### config.mk
export PLATFORM = sky130hd
export DESIGN_NAME = timer_counter
export DESIGN_NICKNAME = d
export VERILOG_FILES = /design/src/rtl/timer_counter_pkg.sv /design/src/rtl/timer_counter.sv
export SDC_FILE = /design/constraint.sdc
export NUM_CORES = 1
export LEC_CHECK = 0
export BUFFER_PORTS_ARGS = -buffer_cell sky130_fd_sc_hd__clkbuf_2
export CAP_MARGIN = 0
export CORE_MARGIN = 2
export CORE_UTILIZATION = 51
export DETAILED_ROUTE_END_ITERATION = 10
export GPL_TIMING_DRIVEN = 1
export HOLD_SLACK_MARGIN = 0.05
export PLACE_DENSITY = 0.79
export SETUP_SLACK_MARGIN = 0.15
export SLEW_MARGIN = 0
export SYNTH_ARGS = -nofsm -noshare
export SYNTH_HDL_FRONTEND = slang
export SYNTH_SLANG_ARGS = --single-unit
### constraint.sdc
create_clock -name clk -period 2.2 [get_ports clk]
set_input_delay 0.44 -clock clk [delete_from_list [all_inputs] [get_ports clk]]
set_output_delay 0.44 -clock clk [all_outputs]
set_load 0.01 [all_outputs]
### src/rtl/timer_counter_pkg.sv
// Shared definitions for timer_counter: FSM encoding, register map, CTRL fields.
// TC_AUTO_RELOAD_EN enables Mode 01 (auto-reload); otherwise Mode is forced to 00 on write.
package timer_counter_pkg;

  typedef enum logic [1:0] {
    S_IDLE = 2'd0,
    S_LOAD = 2'd1,
    S_CNT  = 2'd2,
    S_INT  = 2'd3
  } tc_state_e;

  localparam logic [1:0] ADDR_CTRL   = 2'd0;
  localparam logic [1:0] ADDR_PRESET = 2'd1;
  localparam logic [1:0] ADDR_COUNT  = 2'd2;

  localparam int CTRL_EN      = 0;
  localparam int CTRL_MODE_LO = 1;
  localparam int CTRL_MODE_HI = 2;
  localparam int CTRL_IM      = 3;

  localparam logic [1:0] MODE_ONESHOT = 2'b00;
  localparam logic [1:0] MODE_RELOAD  = 2'b01;

  // Value actually stored in CTRL[3:0] for a CPU write.
  function automatic logic [3:0] ctrl_wr_filter(input logic [3:0] d);
`ifdef TC_AUTO_RELOAD_EN
    return d;
`else
    return {d[CTRL_IM], MODE_ONESHOT, d[CTRL_EN]};
`endif
  endfunction

endpackage

### src/rtl/timer_counter.sv
// Programmable down-counter timer with CTRL/PRESET/COUNT registers and masked IRQ.
// Build option TC_AUTO_RELOAD_EN adds the Mode 01 periodic auto-reload behaviour.
module timer_counter
  import timer_counter_pkg::*;
#(
  parameter int WIDTH = 32
) (
  input  logic        clk,
  input  logic        reset,
  input  logic [1:0]  Addr,
  input  logic        WE,
  input  logic [31:0] Din,
  output logic [31:0] Dout,
  output logic        IRQ
);

  tc_state_e        state, state_nxt;
  logic [3:0]       ctrl;
  logic [WIDTH-1:0] preset;
  logic [WIDTH-1:0] count, count_nxt;
  logic             irq_pend;
  logic             ctrl_wr, preset_wr, auto_reload;
  logic             hw_en_clr, pend_set, pend_clr;
  logic             unused_din;

  assign ctrl_wr    = WE && (Addr == ADDR_CTRL);
  assign preset_wr  = WE && (Addr == ADDR_PRESET);
  assign unused_din = ^Din;

`ifdef TC_AUTO_RELOAD_EN
  assign auto_reload = (ctrl[CTRL_MODE_HI:CTRL_MODE_LO] == MODE_RELOAD);
`else
  assign auto_reload = 1'b0;
`endif

  // Transitions look only at the registered (pre-write) Enable.
  always_comb begin
    state_nxt = state;
    count_nxt = count;
    hw_en_clr = 1'b0;
    pend_set  = 1'b0;
    pend_clr  = 1'b0;
    case (state)
      S_IDLE: if (ctrl[CTRL_EN]) state_nxt = S_LOAD;
      S_LOAD: begin
        count_nxt = preset;
        state_nxt = S_CNT;
      end
      S_CNT: begin
        if (!ctrl[CTRL_EN]) begin
          state_nxt = S_IDLE;
        end else if (count == '0) begin
          state_nxt = S_INT;
          pend_set  = 1'b1;
        end else begin
          count_nxt = count - WIDTH'(1);
        end
      end
      S_INT: begin
        if (auto_reload) begin
          state_nxt = S_LOAD;
          pend_clr  = 1'b1;
        end else begin
          state_nxt = S_IDLE;
          hw_en_clr = 1'b1;
        end
      end
      default: state_nxt = S_IDLE;
    endcase
  end

  always_ff @(posedge clk) begin
    if (reset) begin
      state    <= S_IDLE;
      ctrl     <= '0;
      preset   <= '0;
      count    <= '0;
      irq_pend <= 1'b0;
    end else begin
      state <= state_nxt;
      count <= count_nxt;
      // A CPU CTRL write wins over the hardware Enable clear.
      if (ctrl_wr)        ctrl          <= ctrl_wr_filter(Din[3:0]);
      else if (hw_en_clr) ctrl[CTRL_EN] <= 1'b0;
      if (preset_wr) preset <= Din[WIDTH-1:0];
      if (pend_set)                  irq_pend <= 1'b1;
      else if (ctrl_wr || pend_clr)  irq_pend <= 1'b0;
    end
  end

  always_comb begin
    Dout = '0;
    case (Addr)
      ADDR_CTRL:   Dout = {28'b0, ctrl};
      ADDR_PRESET: Dout = 32'(preset);
      ADDR_COUNT:  Dout = 32'(count);
      default:     Dout = '0;
    endcase
  end

  assign IRQ = ctrl[CTRL_IM] & irq_pend;

endmodule

## Word level (Yosys, flattened, before mapping)

Index checks and enable logic that the tools add are counted.

- Bits of input ports: 37
- Logic and storage cells: 43
- Output and inout port bits: 33
- Register bits: 69

- Add/subtract/negate cells: 1
- Muxes and demuxes: 16
- Bitwise logic cells: 1
- Eq/ne operators: 9
- Reductions and logical operators: 10

Operators with widths:

| cell | number |
|---|---|
| 32-bit case mux with 3 select lines | 1 |
| 32-bit two-way mux | 2 |
| 32-bit case mux with 2 select lines | 1 |
| 32-bit logical NOT | 1 |
| 32-bit by 1-bit subtractor with 32-bit output, second input constant | 1 |
| 1-bit two-way mux | 8 |
| 2-bit case mux with 4 select lines | 1 |
| 2-bit equality test, second input constant | 3 |
| 2-bit two-way mux | 3 |
| 2-bit != test, second input constant | 3 |
| 2-bit nonzero test | 3 |
| 2-bit by 1-bit equality test with 1-bit output, second input constant | 2 |
| 2-bit logical NOT | 2 |
| 3-bit != test, second input constant | 1 |
| 3-bit AND reduction | 1 |
| 1-bit logical AND | 2 |
| 2-bit AND reduction | 1 |
| 1-bit AND | 1 |

## Depth between registers and ports, before layout

Gate-level depths: netlist of the first run.

- Word-level depth: 5
- Gate-level depth with buffers: 9
- Depth with buffers taken out: 7

## Worst setup path after synthesis of the first run

OpenSTA, ideal clock, no wires.

- Kind: reg-to-reg
- Start point: register count[0]
- End point: register count[10]
- Slack: -0.104 ns
- Clock period less this slack: 2.304 ns
- Setup time: 0.132 ns
- Data required time: 2.068 ns
- Stages on the path, launching flop included: 10
- Path buffers: 2
- Data arrival time: 2.172 ns
- Cell sequence: dfxtp_1 inv_1 ha_1 or4b_1 clkbuf_1 nor4_4 a31oi_1 nor2_2 buf_4 o32ai_1

- Word-level cells in the longest chain between the ends: 4
- Elaborated cells between the ends (all ways): 7
- Classes of those cells: add/sub: 1; eq/ne: 1; mux: 3; reduce/logical: 2

RTL lines:

| item | line | RTL |
|---|---|---|
| from (decl) | timer_counter.sv:20 | `logic [WIDTH-1:0] count, count_nxt;` |
| from (signal assigned) | timer_counter.sv:81 | `count <= count_nxt;` |
| 32-bit by 1-bit subtractor with 32-bit output | timer_counter.sv:56 | `count_nxt = count - WIDTH'(1);` |
| 32-bit two-way mux | timer_counter.sv:52 | `end else if (count == '0) begin` |
| 32-bit two-way mux | timer_counter.sv:50 | `if (!ctrl[CTRL_EN]) begin` |
| 32-bit case mux with 2 select lines | timer_counter.sv:43 | `case (state)` |

Several ways; a longest one is shown, not always the timed one. The select of a mux whose other input is x is not followed.
A chain may end at the register's enable or synchronous reset.

## Worst setup path after layout of the first run

- Start point: register count[5]
- End point: register count[14]

The elaborated chain is that of the path after synthesis.

==> flow_summary.yaml, run 1 <==
floorplan:
  core_area_um2: 7290
  fp-row-count: 31
  die_h_um: 91.1
  start_util: 0.531
  die_width_um: 91.1
  ios: 70
  die_area_um2: 8300
clock_tree:
  cts_tree: "done"
  h-tree-depth: 3
  root_buffer: "clkbuf_8"
  clockBufferDepth: 2
  clkLatencyLatePin_ps: 360
  cts_buffers: 9
  clkSinkCount: 69
  cts_hold_buffers: 0
  clk_pin_slew_ps: 80
synthesis:
  avgSynthCellArea_um2: 7.44
  synth-edff-count: 0
  ys_seq_elements: 69
  ys_seq_area_frac: 0.357
  synth-async-reset-ratio: 0
  synthFlopType: "dfxtp_1"
  synth_area_um2: 3870
  syn_nets: 558
  yosys_warnings: 0
  yosysUniqueCellTypes: 51
  postSynthCellCount: 520
final_layout:
  syn2layout_area_growth_pct: 36.6
  antenna_cells: 0
  layout_common_cells: "nand2_1, a21oi_1, clkbuf_2"
  layout_commonest_cell: "nand2_1"
  multi_input_area_um2: 2560
  fillCellCount: 591
  drive_gt1_frac: 0.331
  stdcell_area_um2: 5290
  seqCellArea_um2: 1380
  num-nets-final: 649
timing:
  finalSetupViolCount: 19
  whs_ps: 290
  fin_skew_ps: 13.6
  slew-limit-headroom: 0.641
  rsz0062_at_grt: "true"
  fmax_mhz: 433
  post-route-period-util: 1.05
  layout_setup_ws_ps: -108
  max_slew.worst_pin.slew_ps: 539
  slew_violations: 0
  finalHoldViolCount: 0
  min_period_ps: 2310
power_and_ir_drop:
  p_leak_nw: 2.09
  power_mw: 2.64
  ir_drop_mv: 0.262
  p_per_area_nw_per_um2: 499
grt:
  grt_overflow: 0
  grt_first_pass_wirelength_um: 20900
  antenna_found_initial: 0
  grt_max_degree: 38
  grt_pass1_vias: 4306
  grtUsageTotal: 0.306
worst_setup_path:
  arrival_ps: 2540
  crit_type: "reg -> reg"
  critical-path-top-delay-family: "simple AND/OR/NAND/NOR gates"
  path_cells: "or4_4 > buf_4 > or4_4 > a22oi_1 > o32ai_4"
  crit_top_cell: "or4_4"
  end_kind: "flop"
  max_stage_delay_ps: 590
  critPathBufInv: 1
  slowest_stage: "or4_4"
  worstPathRequired_ps: 2440
  startpoint_type: "flop"
  crit_path_max_fanout: 6
flow_run:
  drv.max_cap_violation_count: 0
place:
  place.gp.congestion: 0.901
  place_area_um2: 4810
  dp_hpwl_um: 7960
  portBuffers: 69
routing:
  vias: 4527
  ant_nets: 0
  drcViolationCount: 0
  drt-pass1-iter-count: 5
  wl_per_cell_um: 18.2
  vias_per_cell: 6.33
  wirelength_um: 13000
  drtIter0Drc: 500
run_status:
  status: "finished, violations left"
  violations: "setup timing"
min_path:
  min_path_type: "in -> reg"
-- tightest hold or removal path: cells and delay by family --
family / cells / cell delay, ps
buffers and inverters: 1 / 80
AO/OA/AOI/OAI: 1 / 50
AND/OR/NAND/NOR: 1 / 40
-- flip-flops by register name, indices dropped and copies added (netlist names) --
register  cells
irq_pend      1
count        32
state         2
ctrl          2
preset       32
-- metrics by stage --
step | setup TNS, ps | std cells | setup slack, ps | util
after floorplan | -57.2 | 520 | -31.0 | -
after global placement | -19.3 | 687 | -19.3 | 0.659
after detailed placement | -84.3 | 687 | -84.0 | 0.659
after CTS | 0 | 712 | 26.2 | 0.705
after global routing | -2130 | 715 | -134 | 0.725
final | -570 | 715 | -108 | 0.725
-- final timing paths --
path | start | end | slack, ps | cells past startpoint
setup reg to reg | count[5]$_SDFFE_PP0P_ | count[14]$_SDFFE_PP0P_ | -110 | 5
hold / removal | Din[20] | preset[20]$_SDFFE_PP0P_ | 290 | 3
hold reg to reg | preset[6]$_SDFFE_PP0P_ | preset[6]$_SDFFE_PP0P_ | 470 | 2
setup / recovery | count[5]$_SDFFE_PP0P_ | count[14]$_SDFFE_PP0P_ | -110 | 5
-- cell usage after synthesis, types with 2 or more instances --
master	instances	area share
inv_1	7	0.0068
dfxtp_1	69	0.36
nand3_1	10	0.013
mux2i_1	3	0.0078
a221oi_1	3	0.0068
a22o_1	31	0.070
o22ai_1	2	0.0032
nor3_1	13	0.017
a21oi_1	82	0.11
nand2b_1	3	0.0049
a2bb2oi_1	2	0.0045
nor4_4	2	0.011
nor2b_1	4	0.0065
a31oi_1	8	0.013
or3_1	5	0.0081
or4_1	5	0.0097
nand2_1	110	0.11
o32ai_1	24	0.054
clkbuf_1	42	0.041
and3_1	4	0.0065
a31o_2	4	0.0091
buf_4	4	0.0078
a22oi_1	6	0.012
nor4b_1	2	0.0045
buf_2	6	0.0078
o21ai_0	8	0.010
o31a_1	2	0.0045
and2_1	4	0.0065
nor2_1	27	0.026
nor4_1	3	0.0049
a32oi_1	4	0.0091
and4_1	2	0.0045
-- report_power, final --
part	switching [mW]	total (mW)	internal, mW
registers	0.0197	1.29	1.27
clock network	0.502	1.05	0.552
logic	0.173	0.295	0.122
total	0.695	2.64	1.94
-- timing repair --
item	4_1_cts	5_1_grt
resized for setup	12	16
gates cloned	1	1
endpoints found under the setup margin	32	33
buffers inserted	8	2
pin swaps	3	11
-- kinds of logic (layout without fill, tap and decap cells) --
logic type	Yosys count	after routing	synth area share
and+or+nand+nor	202	202	0.245
AOI/OAI and AO/OA	185	185	0.323
DFF	69	69	0.357
buffers and inverters	60	156	0.0640
muxes	3	3	0.00776
adders and majority gates	1	1	0.00323
-- layout make-up --
class	instances	share of cell area
Tap cell	99	0.0234
Inverter	7	0.00497
Clock inverter	4	0.00900
Sequential cell	69	0.262
Timing Repair Buffer	133	0.189
Clock buffer	12	0.0275
Multi-Input combinational cell	391	0.484
-- per-layer routing --
layer | vias up | global-route usage | wire, µm
li1 | 2093 | - | -
met3 | 44 | 0.0573 | 1040
met5 | - | 0 | 0
met2 | 249 | 0.510 | 6410
met4 | 0 | 0.116 | 440
met1 | 2141 | 0.393 | 5130
(Power assumes the default switching activity.)
==> run 2, diff against run 1 <==
--- a/config.mk
+++ b/config.mk
@@ -8,11 +8,12 @@
 export BUFFER_PORTS_ARGS = -buffer_cell sky130_fd_sc_hd__clkbuf_2
 export CAP_MARGIN = 0
 export CORE_MARGIN = 2
-export CORE_UTILIZATION = 51
+export CORE_UTILIZATION = 55
+export CTS_CLUSTER_DIAMETER = 60
 export DETAILED_ROUTE_END_ITERATION = 10
 export GPL_TIMING_DRIVEN = 1
 export HOLD_SLACK_MARGIN = 0.05
-export PLACE_DENSITY = 0.79
+export PLACE_DENSITY = 0.81
 export SETUP_SLACK_MARGIN = 0.15
 export SLEW_MARGIN = 0
 export SYNTH_ARGS = -nofsm -noshare
==> constraint.sdc (replaced) <==
create_clock -name clk -period 2.4 [get_ports clk]
set_input_delay 0.48 -clock clk [delete_from_list [all_inputs] [get_ports clk]]
set_output_delay 0.48 -clock clk [all_outputs]
set_load 0.01 [all_outputs]
==> flow_summary.yaml, run 2 (synthesis gave the netlist of run 1 again) <==
run_status:
  status: "complete, no violations"
routing:
  vias: 4353
  ant_nets: 0
  wl_per_cell_um: 16.5
  wirelength_um: 11400
  drcViolationCount: 0
  vias_per_cell: 6.30
  drtIter0Drc: 325
  drt-pass1-iter-count: 5
power_and_ir_drop:
  p_leak_nw: 1.91
  power_mw: 2.67
  ir_drop_mv: 0.436
  p_per_area_nw_per_um2: 550
timing:
  finalSetupViolCount: 0
  finalHoldViolCount: 0
  post-route-period-util: 0.920
  finalSetupTns_ps: 0
  min_period_ps: 2210
  fmax_mhz: 453
  rsz0062_at_grt: "true"
  max_slew.worst_pin.slew_ps: 624
  slew-limit-headroom: 0.578
  fin_skew_ps: 8.53
  slew_violations: 0
final_layout:
  reg_top3: "count (32), preset (32)"
  stdcell_area_um2: 4850
  fillCellCount: 557
  final_cell_count_no_fill: 691
  multi_input_area_um2: 2320
  seqCellArea_um2: 1380
  layout_commonest_cell: "nand2_1"
  drive_gt1_frac: 0.262
  num-nets-final: 628
  antenna_cells: 0
  layout_common_cells: "nand2_1, a21oi_1, clkbuf_2"
  syn2layout_area_growth_pct: 25.4
floorplan:
  die_width_um: 87.9
  die_area_um2: 7720
  start_util: 0.569
  ios: 70
  core_area_um2: 6790
  die_h_um: 87.9
  fp-row-count: 30
worst_setup_path:
  crit_top_cell: "buf_4"
  slowest_stage: "or4b_4"
  crit_path_start: "count[1]$_SDFFE_PP0P_"
  path_cells: "inv_2 > ha_4 > or4b_4 > buf_4 > nor4_1 > buf_4 > and3_1 > a21oi_1 > o32ai_1"
  crit_path_max_fanout: 4
  r2r-start: "count[1]$_SDFFE_PP0P_"
  worstSetupEndpoint: "count[20]$_SDFFE_PP0P_"
  r2r_cells: 9
  startpoint_type: "flop"
  max_stage_delay_ps: 500
  worstPathRequired_ps: 2660
  crit_type: "reg -> reg"
  arrival_ps: 2470
  end_kind: "flop"
  rrSetupSlack_ps: 190
  timing.rr.end: "count[20]$_SDFFE_PP0P_"
flow_run:
  drv.max_cap_violation_count: 0
place:
  place.gp.congestion: 0.890
  portBuffers: 69
  dp_hpwl_um: 7280
  placed_cells: 668
  place_area_um2: 4430
clock_tree:
  root_buffer: "clkbuf_8"
  clk_pin_slew_ps: 80
  h-tree-depth: 3
  cts_hold_buffers: 0
  clockBufferDepth: 2
  clkSinkCount: 69
  clkLatencyLatePin_ps: 350
  cts_buffers: 9
  cts_tree: "done"
grt:
  grtUsageTotal: 0.303
  top_usage_layer: "met2"
  grt_overflow: 0
  grt_max_degree: 70
  grt_use_met2: 0.504
  grt_pass1_vias: 3923
  grt_first_pass_wirelength_um: 18600
  use_met3: 0.0424
  antenna_found_initial: 0
  gr-usage-met1: 0.403
min_path:
  min_path_type: "in -> reg"
## run 2: changes by cell type in the layout (fill, tap and decap cells not counted), moves of 4 or more
cell     delta
buf_4      -11
a21oi_1     +4
a21oi_2     -4
o32ai_1    +20
buf_12      -6
o32ai_2    -18
## run 2: routing by layer
layer,part of all wire,vias up
met5,0,-
met4,0.016,0
met3,0.072,26
met2,0.49,202
met1,0.43,2068
li1,-,2057
## run 2: how the worst min path moves through the flow
| stage | to | slack (ps) | cells after the start | startpoint |
|---|---|---|---|---|
| 5_1_grt | preset[18]$_SDFFE_PP0P_ | 330 | 3 | Din[18] |
| 3_3_place_gp | preset[11]$_SDFFE_PP0P_ | 460 | 2 | preset[11]$_SDFFE_PP0P_ |
| 4_1_cts | preset[16]$_SDFFE_PP0P_ | 330 | 3 | Din[16] |
| 2_1_floorplan | ctrl[3]$_SDFFE_PP0P_ | 440 | 2 | ctrl[3]$_SDFFE_PP0P_ |
| 3_5_place_dp | preset[13]$_SDFFE_PP0P_ | 470 | 2 | preset[13]$_SDFFE_PP0P_ |
| 6_report | preset[16]$_SDFFE_PP0P_ | 340 | 3 | Din[16] |
## run 2: final cells by class
cell class	instances	area share
multi-input cells	391	0.479
flip-flops and latches	69	0.285
repair buffers	112	0.152
clock inverters	7	0.0284
clock buffers	9	0.0255
well taps	96	0.0248
inverters	7	0.00542
## run 2: power breakdown
group	internal (mW)	switching, mW	total, mW
sequential	1.16	0.0181	1.18
combinational	0.0909	0.139	0.230
clock	0.791	0.466	1.26
total	2.05	0.623	2.67
## run 2: what timing repair did
action / 4_1_cts / 5_1_grt
setup buffers: 6 / 0
endpoints found under the setup margin: 27 / 31
resized for setup: 11 / 10
hold endpoints to repair: 0 / 0
cloned: 1 / 0
pin swaps: 5 / 3
## run 2: worst max-delay path: cells and delay by family, from the launching register on
| family | cells | cell delay [ps] |
|---|---|---|
| AND/OR/NAND/NOR | 3 | 970 |
| buffers and inverters | 3 | 430 |
| AO/OA/AOI/OAI | 2 | 250 |
| flip-flops | 1 | 330 |
| adder cells (fa/ha/maj) | 1 | 130 |
## run 2: through the flow
stage / setup WS, ps / util / hold WS (ps)
after global routing: 92.7 / 0.714 / 329
after CTS: 160 / 0.707 / 334
after floorplan: 152 / - / 444
after detailed placement: 57.0 / 0.653 / 467
final: 193 / 0.714 / 340
after global placement: 107 / 0.653 / 461
==> run 3, diff against run 2 <==
--- a/config.mk
+++ b/config.mk
@@ -9,12 +9,13 @@
 export CAP_MARGIN = 0
 export CORE_MARGIN = 2
 export CORE_UTILIZATION = 55
+export CTS_BUF_LIST = sky130_fd_sc_hd__clkbuf_8
 export CTS_CLUSTER_DIAMETER = 60
 export DETAILED_ROUTE_END_ITERATION = 10
 export GPL_TIMING_DRIVEN = 1
 export HOLD_SLACK_MARGIN = 0.05
 export PLACE_DENSITY = 0.81
-export SETUP_SLACK_MARGIN = 0.15
+export SETUP_SLACK_MARGIN = 0.4
 export SLEW_MARGIN = 0
 export SYNTH_ARGS = -nofsm -noshare
 export SYNTH_HDL_FRONTEND = slang
==> flow_summary.yaml, run 3 (synthesis gave the netlist of run 1 again) <==
floorplan:
  ios: 70
  die_area_um2: 7720
  die_width_um: 87.9
  core_area_um2: 6790
  die_h_um: 87.9
  start_util: 0.569
  fp-row-count: 30
final_layout:
  num-nets-final: 647
  layout_commonest_cell: "nand2_1"
  seqCellArea_um2: 1390
  drive_gt1_frac: 0.334
  multi_input_area_um2: 2540
  reg_top3: "count (32), preset (32)"
  fillCellCount: 439
  layout_common_cells: "nand2_1, a21oi_1, clkbuf_2"
  syn2layout_area_growth_pct: 39.0
  antenna_cells: 0
  final_util: 0.792
clock_tree:
  root_buffer: "clkbuf_8"
  clkSinkCount: 69
  clkLatencyLatePin_ps: 360
  clk_pin_slew_ps: 90
  h-tree-depth: 3
  cts_tree: "done"
  clockBufferDepth: 2
  cts_buffers: 9
  cts_hold_buffers: 0
worst_setup_path:
  crit_type: "reg -> reg"
  arrival_ps: 2550
  crit_path_max_fanout: 5
  startpoint_type: "flop"
  end_kind: "flop"
  worstPathRequired_ps: 2620
routing:
  ant_nets: 0
  vias: 4796
  drt-pass1-iter-count: 7
  vias_per_cell: 6.75
  wirelength_um: 14200
  wl_per_cell_um: 20.0
  drtIter0Drc: 593
  drcViolationCount: 0
grt:
  grt_use_met2: 0.571
  grt_first_pass_wirelength_um: 21300
  grt_overflow: 0
  grtUsageTotal: 0.353
  grt_pass1_vias: 4241
  gr-usage-met1: 0.441
  top_usage_layer: "met2"
  grt_max_degree: 61
  antenna_found_initial: 0
  use_met3: 0.0697
power_and_ir_drop:
  ir_drop_mv: 0.397
  power_mw: 2.56
  p_leak_nw: 2.14
  p_per_area_nw_per_um2: 477
place:
  place.gp.congestion: 0.909
  dp_hpwl_um: 7390
  pre_cts_ws_ps: 33.6
  portBuffers: 69
timing:
  slew_violations: 0
  whs_ps: 329
  max_slew.worst_pin.slew_ps: 720
  min_period_ps: 2330
  finalSetupTns_ps: 0
  fmax_mhz: 430
  fin_skew_ps: 15.1
  rsz0062_at_grt: "true"
  finalSetupViolCount: 0
  post-route-period-util: 0.970
  layout_setup_ws_ps: 71.8
  finalHoldViolCount: 0
  slew-limit-headroom: 0.519
min_path:
  min_path_type: "in -> reg"
flow_run:
  drv.max_cap_violation_count: 0
run_status:
  status: "complete, no violations"
## run 3: cell types whose count changed in the layout (fill, tap and decap cells not counted), moves of 4 or more
cell / before / now
a21oi_2: 0 / 6
buf_6: 2 / 10
buf_12: 3 / 9
buf_16: 0 / 4
o32ai_2: 2 / 17
a21oi_1: 82 / 76
o32ai_1: 22 / 7
## run 3: area by class of cell
class	instances	share of cell area
Inverter	7	0.00489
Clock buffer	11	0.0282
Clock inverter	5	0.0137
Sequential cell	69	0.258
Timing Repair Buffer	131	0.201
Tap cell	96	0.0223
Multi-Input combinational cell	391	0.472
## run 3: worst paths after layout
path | startpoint | to | slack [ps] | cells past startpoint
setup reg to reg | count[0]$_SDFFE_PP0P_ | count[10]$_SDFFE_PP0P_ | 70 | 10
setup / recovery | count[0]$_SDFFE_PP0P_ | count[10]$_SDFFE_PP0P_ | 70 | 10
hold reg to reg | preset[27]$_SDFFE_PP0P_ | preset[27]$_SDFFE_PP0P_ | 470 | 2
hold / removal | Din[6] | preset[6]$_SDFFE_PP0P_ | 330 | 3
## run 3: critical path, cell delays in order, from the launching register on
cell and delay [ps]:
dfxtp_2 340, inv_2 80, ha_4 130, or4b_4 490, nor4_4 310, buf_6 180
a31oi_4 100, nor2_4 200, buf_6 130, buf_8 110, o32ai_1 100
## run 3: timing repair
action | in CTS | in global routing
setup buffers | 18 | 3
cloned | 5 | 0
pin swaps | 10 | 6
setup endpoints to repair | 33 | 65
gates resized for setup | 29 | 12
## run 3: power breakdown
part           total (mW)  switching, mW  leakage (nW)  internal (mW)
clock                1.10          0.469         0.121          0.635
sequential           1.19         0.0204         0.560           1.16
combinational       0.274          0.163          1.46          0.112
## run 3: metal layers
layer / routed length, µm / part of all wire
met1: 5100 / 0.36
met2: 6660 / 0.47
met3: 1600 / 0.11
met4: 856 / 0.060
met5: 0 / 0
## run 3: through the flow
step	cell area [µm²]	instances
finish	5380	710
global route	5380	710
CTS	5300	707
detailed placement	4660	668
global placement	4660	668
floorplan	4090	520
